**config.mk**
```make
export PLATFORM = sky130hd
export DESIGN_NAME = shift_issue_pipe
export DESIGN_NICKNAME = d
export VERILOG_FILES = /design/src/rtl/shift_issue_pipe.sv
export SDC_FILE = /design/constraint.sdc
export NUM_CORES = 1
export LEC_CHECK = 0
export BUFFER_PORTS_ARGS = -buffer_cell sky130_fd_sc_hd__buf_2
export CELL_PAD_IN_SITES_DETAIL_PLACEMENT = 0
export CELL_PAD_IN_SITES_GLOBAL_PLACEMENT = 1
export CORE_MARGIN = 5
export CORE_UTILIZATION = 37
export CTS_CLUSTER_DIAMETER = 80
export DETAILED_ROUTE_END_ITERATION = 10
export HOLD_SLACK_MARGIN = 0.1
export PLACE_DENSITY_LB_ADDON = 0.1
export SLEW_MARGIN = 20
export SYNTH_ARGS = -nofsm -noshare
export SYNTH_HDL_FRONTEND = slang
export SYNTH_SLANG_ARGS = --single-unit
```
**constraint.sdc**
```tcl
create_clock -name clk -period 3.5 [get_ports clk]
set_input_delay 0.35 -clock clk [delete_from_list [all_inputs] [get_ports clk]]
set_output_delay 0.35 -clock clk [all_outputs]
set_load 0.03 [all_outputs]
```
**src/rtl/shift_issue_pipe.sv**
```systemverilog
// ---------------------------------------------------------------------------
// shift_issue_pipe
//   Two-stage valid/ready shift unit for the ALU shift path.
//   Stage 1 registers the request (operand, shift amount, op, tag). A single
//   logical-right barrel shifter is driven straight from those registers.
//   Left shifts are built by bit-reversal around that shifter, and arithmetic
//   shifts OR in a sign-fill mask. Stage 2 registers the result and holds it
//   under backpressure. Completed transfers are counted.
//
//   Build option: define SHIFT_ROTATE_EN to turn op 2'b11 into rotate-right.
//   Without it, op 2'b11 completes with out_y = 0 and out_err = 1.
//
// Ports
//   clk, rst    : rising-edge clock, synchronous active-high reset
//   in_valid    : request present
//   in_ready    : unit can take a request this cycle (independent of in_valid)
//   in_a        : operand
//   in_shamt    : shift amount 0..31
//   in_op       : 00 SLL, 01 SRL, 10 SRA, 11 reserved / ROR
//   in_tag      : opaque tag, returned with the result
//   out_valid   : result present
//   out_ready   : consumer takes the result this cycle
//   out_y       : shift result (held while stalled, keeps last value when idle)
//   out_tag     : tag of the result
//   out_err     : result came from an unsupported op
//   busy        : either stage holds an op
//   op_count    : completed transfers, wraps
// ---------------------------------------------------------------------------
module shift_issue_pipe #(
  parameter int WIDTH = 32,
  parameter int TAG_W = 4,
  parameter int CNT_W = 16
) (
  input  logic             clk,
  input  logic             rst,
  input  logic             in_valid,
  output logic             in_ready,
  input  logic [WIDTH-1:0] in_a,
  input  logic [4:0]       in_shamt,
  input  logic [1:0]       in_op,
  input  logic [TAG_W-1:0] in_tag,
  output logic             out_valid,
  input  logic             out_ready,
  output logic [WIDTH-1:0] out_y,
  output logic [TAG_W-1:0] out_tag,
  output logic             out_err,
  output logic             busy,
  output logic [CNT_W-1:0] op_count
);

  // The shifter datapath is hard-wired for 32 bits.
  if (WIDTH != 32) begin : g_width_chk
    $error("shift_issue_pipe: only WIDTH = 32 is supported");
  end

  localparam logic [1:0] OP_SLL = 2'b00;
  localparam logic [1:0] OP_SRL = 2'b01;
  localparam logic [1:0] OP_SRA = 2'b10;
  localparam logic [1:0] OP_RSV = 2'b11;

  // -------------------------------------------------------------------------
  // Shifter helpers
  // -------------------------------------------------------------------------
  function automatic logic [31:0] f_rev(input logic [31:0] v);
    logic [31:0] r;
    r = '0;
    for (int unsigned i = 0; i < 32; i++) begin
      r[i] = v[31-i];
    end
    return r;
  endfunction

  // Five-level logical-right barrel shifter.
  function automatic logic [31:0] f_core(input logic [31:0] v, input logic [4:0] s);
    logic [31:0] t;
    t = v;
    if (s[0]) t = {1'b0,  t[31:1]};
    if (s[1]) t = {2'b0,  t[31:2]};
    if (s[2]) t = {4'b0,  t[31:4]};
    if (s[3]) t = {8'b0,  t[31:8]};
    if (s[4]) t = {16'b0, t[31:16]};
    return t;
  endfunction

  // -------------------------------------------------------------------------
  // Stage registers
  // -------------------------------------------------------------------------
  logic             r_s1_valid;
  logic [31:0]      r_a;
  logic [4:0]       r_shamt;
  logic [1:0]       r_op;
  logic [TAG_W-1:0] r_tag;

  logic             r_s2_valid;
  logic [31:0]      r_y;
  logic [TAG_W-1:0] r_otag;
  logic             r_err;

  logic [CNT_W-1:0] r_count;

  // -------------------------------------------------------------------------
  // Flow control
  // -------------------------------------------------------------------------
  logic w_s2_free;
  logic w_accept;
  logic w_s1_adv;
  logic w_xfer;

  assign w_s2_free = !r_s2_valid || out_ready;
  assign in_ready  = !r_s1_valid || w_s2_free;
  assign w_accept  = in_valid && in_ready;
  assign w_s1_adv  = r_s1_valid && w_s2_free;
  assign w_xfer    = r_s2_valid && out_ready;

  // -------------------------------------------------------------------------
  // Datapath (from stage-1 registers)
  // -------------------------------------------------------------------------
  logic [31:0] w_srl;
  logic [31:0] w_sll;
  logic [31:0] w_sign_mask;
  logic [31:0] w_sra;
  logic [31:0] w_y;
  logic        w_err;

  assign w_srl       = f_core(r_a, r_shamt);
  assign w_sll       = f_rev(f_core(f_rev(r_a), r_shamt));
  // Mask of the vacated top bits: ~(all-ones >> s).
  assign w_sign_mask = ~f_core('1, r_shamt);
  assign w_sra       = w_srl | (r_a[31] ? w_sign_mask : '0);

`ifdef SHIFT_ROTATE_EN
  logic [31:0] w_ror_hi;
  // a << (32 - s) as a reversed right shift; 32 - s fits in 5 bits for s > 0
  // and the s = 0 term is zero, leaving a unchanged.
  assign w_ror_hi = (r_shamt == 5'd0) ? '0
                                      : f_rev(f_core(f_rev(r_a), 5'd0 - r_shamt));
`endif

  always_comb begin
    w_y   = '0;
    w_err = 1'b0;
    case (r_op)
      OP_SLL: w_y = w_sll;
      OP_SRL: w_y = w_srl;
      OP_SRA: w_y = w_sra;
      OP_RSV: begin
`ifdef SHIFT_ROTATE_EN
        w_y   = w_srl | w_ror_hi;
        w_err = 1'b0;
`else
        w_y   = '0;
        w_err = 1'b1;
`endif
      end
      default: begin
        w_y   = '0;
        w_err = 1'b1;
      end
    endcase
  end

  // -------------------------------------------------------------------------
  // Stage 1
  // -------------------------------------------------------------------------
  always_ff @(posedge clk) begin
    if (rst) begin
      r_s1_valid <= 1'b0;
      r_a        <= '0;
      r_shamt    <= '0;
      r_op       <= '0;
      r_tag      <= '0;
    end else if (w_accept) begin
      r_s1_valid <= 1'b1;
      r_a        <= in_a;
      r_shamt    <= in_shamt;
      r_op       <= in_op;
      r_tag      <= in_tag;
    end else if (w_s1_adv) begin
      r_s1_valid <= 1'b0;
    end
  end

  // -------------------------------------------------------------------------
  // Stage 2
  // -------------------------------------------------------------------------
  always_ff @(posedge clk) begin
    if (rst) begin
      r_s2_valid <= 1'b0;
      r_y        <= '0;
      r_otag     <= '0;
      r_err      <= 1'b0;
    end else if (w_s1_adv) begin
      r_s2_valid <= 1'b1;
      r_y        <= w_y;
      r_otag     <= r_tag;
      r_err      <= w_err;
    end else if (w_xfer) begin
      r_s2_valid <= 1'b0;
    end
  end

  // -------------------------------------------------------------------------
  // Completed-operation counter
  // -------------------------------------------------------------------------
  always_ff @(posedge clk) begin
    if (rst) begin
      r_count <= '0;
    end else if (w_xfer) begin
      r_count <= r_count + CNT_W'(1);
    end
  end

  assign out_valid = r_s2_valid;
  assign out_y     = r_y;
  assign out_tag   = r_otag;
  assign out_err   = r_err;
  assign busy      = r_s1_valid || r_s2_valid;
  assign op_count  = r_count;

endmodule

```
==> summary.md <==
| Metric | Value |
|---|---|
| Seq/Total Area, Yosys | `0.2404` |
| Final Skew | `6.928 ps` |
| Pwr dens | `about 370 nW/um^2` |
| Worst Hold Path Cells | `3` |
| Min-delay worst type | `in -> reg` |
| Synth warn | `0` |
| Worst Tran Pin Value | `938.6 ps` |
| Initial DRC Count | `between 900 and 1k` |
| Mapped Cells | `about 990` |
| TritonCTS clock tree | `yes` |
| Synth unique cells | `76` |
| I/O pins | `~100` |
| WP buf/inv | `1` |
| Number of enable flip-flop cells after synthesis | `0` |
| Crit path launch type | `register` |
| Post-CTS Hold Fix Bufs | `0` |
| Overall Global Routing Usage | `0.2535` |
| Max Freq | `344.3 MHz` |
| Initial core utilization | `0.3751` |
| Vias in the first global route | `7759` |
| Period utilisation layout | `0.8298` |
| Hold slack | `204.4 ps` |
| DR vias | `8166` |
| Total wire length | `31840 um` |
| Setup TNS | `0 ps` |
| Area fraction in compound gates after synthesis | `0.1926` |
| Nets | `around 1.1k` |
| CTS Buffer Depth | `2` |
| ANT cells | `0` |
| Tmin final | `around 2900 ps` |
| Most used flip-flop cell after synthesis | `dfxtp_1` |
| Htree depth | `3` |
| Clock transition at the registers of the reported paths | `around 80 ps` |
| Area Overhead vs Synth | `11.33%` |
| Slew HR | `0.3676` |
| Status | `completed` |
| Clock sink count | `98` |
| Die area | `between 20000 and 30000 sq um` |
| Main combinational cell family by area after synthesis | `multiplexers` |
| Post-cts sizing count | `0` |
| Largest net degree at the start of global routing | `80` |
| CTS root buffer | `clkbuf_16` |
| Synthesized area | `about 8200 sq um` |
| # port buffers | `around 100` |
| Total gr overflow | `0` |
| Synth Area in XOR/XNOR | `0.01503` |
| DRT Pass-1 Iters | `7` |
| Vias per Instance | `6.224` |
| Core Rows | `54` |
| Syn avg cell area | `a little over 8 sq um` |
| CTS Buf Count | `9` |
| Lkg Pwr | `3.519 nW` |
| Hold Fails Final Rpt | `0` |
| Synth async-reset ratio | `0` |
| Share of cells above drive strength 1 | `0.2374` |
| Critical Path AT | `between 3000 and 4000 ps` |
| Worst-path fanout max | `45` |
| First-pass GRT wire length | `48960 um` |
| Routed Antenna Nets | `0` |
| Setup Fix Bufs, Post-CTS | `0` |
| Adder-cell share of the synthesized area | `0.001533` |
| Per-cell routed wire length | `~24 um` |
| Die width | `around 160 um` |
| Post-Syn Nets | `~1.0k` |
| CORE AREA | `roughly 22000 sq um` |
| Crit. path cell count | `6` |
| Cells after DPL | `1296` |
| Routability Congestion | `slightly above 1` |
| Non-Filler Instances | `1312` |
| Max Cap Viol | `0` |
| Crit. End Element | `register` |
| Final setup vio count | `0` |
| Critical path's largest stage delay | `just under 800 ps` |
| Peak VDD IR | `between 0.2 and 0.25 mV` |
| Vert. Die Dim | `between 150 and 200 um` |
| Cell family with most CP delay | `compound AO/OA/AOI/OAI gates` |
| Initial antenna violation count | `1` |
| Post-synthesis mux area share | `0.2795` |
| R2R depth | `6` |
| Post-detail-place hpwl | `22800 um` |
| Cells along the critical path | `buf_4 -> mux4_1 -> a21oi_2 -> o221ai_1 -> a311oi_1 -> a21oi_1` |
| # DRC | `0` |
| Worst Path Required | `3750 ps` |
| RSZ-0062 raised after global routing | `no` |
| Slowest-stage cell, CP | `dfxtp_4` |
| #FFs+latches synth | `just under 100` |
| Clk_lat worst skew | `370 ps` |
| Post-synthesis simple-gate area fraction | `0.1989` |
| Final-report max-slew violation count | `0` |
| WS Path Type | `reg -> reg` |
==> flip-flops by register name (all words and copies together) (netlist names) <==
signal / flops
out_y: 32
r_a: 32
op_count: 16
r_shamt: 5
out_tag: 4
r_tag: 4
r_op: 2
out_err: 1
out_valid: 1
r_s1_valid: 1
==> per-layer routing <==
metal,part of all wire,wire [um],global-route usage,up-vias
met5,0.00041,13,0,-
met4,0.041,1299,0.1084,2
met3,0.074,2358,0.03833,82
met2,0.44,13930,0.3766,399
met1,0.45,14240,0.3662,3957
li1,-,-,-,3726
==> cell families after synthesis <==
family	Yosys count
AO/OA/AOI/OAI	242
adder cells (fa/ha/maj)	1
buffers and inverters	116
multiplexers	140
flip-flops	98
AND/OR/NAND/NOR	377
XOR/XNOR	14
==> placed cells by master, fill, tap and decap left out, types with 11 or more instances in the layout <==
master and count:
nor2_1 122, dfxtp_1 94, mux4_1 15, o21ai_0 34, or3_1 11, mux4_2 47
mux2_2 28, buf_2 101, a211oi_1 18, buf_4 34, xor2_1 13, nor3_1 17
nand2_1 162, a21oi_1 91, nand3_1 17, o211ai_1 13, mux2i_1 49
==> cell usage after synthesis (all sizes together), types with 6 or more instances <==
library cell,instances,share of area
mux4,62,0.18
a211oi,19,0.018
and3,6,0.0046
o22ai,10,0.0077
o221ai,7,0.0075
buf,51,0.042
a21oi,92,0.057
nand2b,9,0.0069
nor2,122,0.056
or2,8,0.0061
dfxtp,98,0.24
mux2i,50,0.063
a31oi,8,0.0061
mux2,28,0.039
a311oi,9,0.0097
nand2,162,0.075
xor2,13,0.014
o21ai,34,0.021
clkbuf,58,0.027
and2,6,0.0046
nand3,17,0.010
nor3,18,0.012
o211ai,13,0.012
or3,11,0.0084
==> power by group <==
group | total, mW | leakage [nW] | switching, mW | internal (mW)
clock network | 1.12 | 0.158 | 0.544 | 0.579
logic | 0.952 | 2.56 | 0.586 | 0.366
registers | 1.30 | 0.806 | 0.126 | 1.17
total | 3.37 | 3.52 | 1.26 | 2.12
==> worst paths after layout <==
kind,from,to,slack [ps]
worst max-delay path,r_shamt[1],out_y[5],600
worst min-delay path,in_shamt[2],r_shamt[2],200
worst max register to register,r_shamt[1],out_y[5],600
worst min register to register,out_tag[2],out_tag[2],460
==> layout make-up <==
class	instances	area (sq um)
clock buffers	9	225.2
repair buffers	137	800.8
multi-input cells	774	5618
inverters	7	28.78
fillers	2260	12670
clock inverters	7	90.09
flip-flops and latches	98	1972
well taps	280	350.3
==> per-stage QoR <==
stage	util	power [mW]	setup WS (ps)	area, sq um
after CTS	0.4176	3.381	635.6	9085
after global placement	0.4031	2.258	628.2	8770
after floorplan	-	1.934	1452	8160
final	0.4176	3.373	595.7	9085
after global routing	0.4176	3.513	450.8	9085
after detailed placement	0.4031	2.253	641.5	8770
==> worst min-delay path, cell delays in order <==
cell	delay [ps]
buf_2	100
nand2_1	50
a21oi_1	50
No activity file was read; power rests on OpenSTA's default activity.
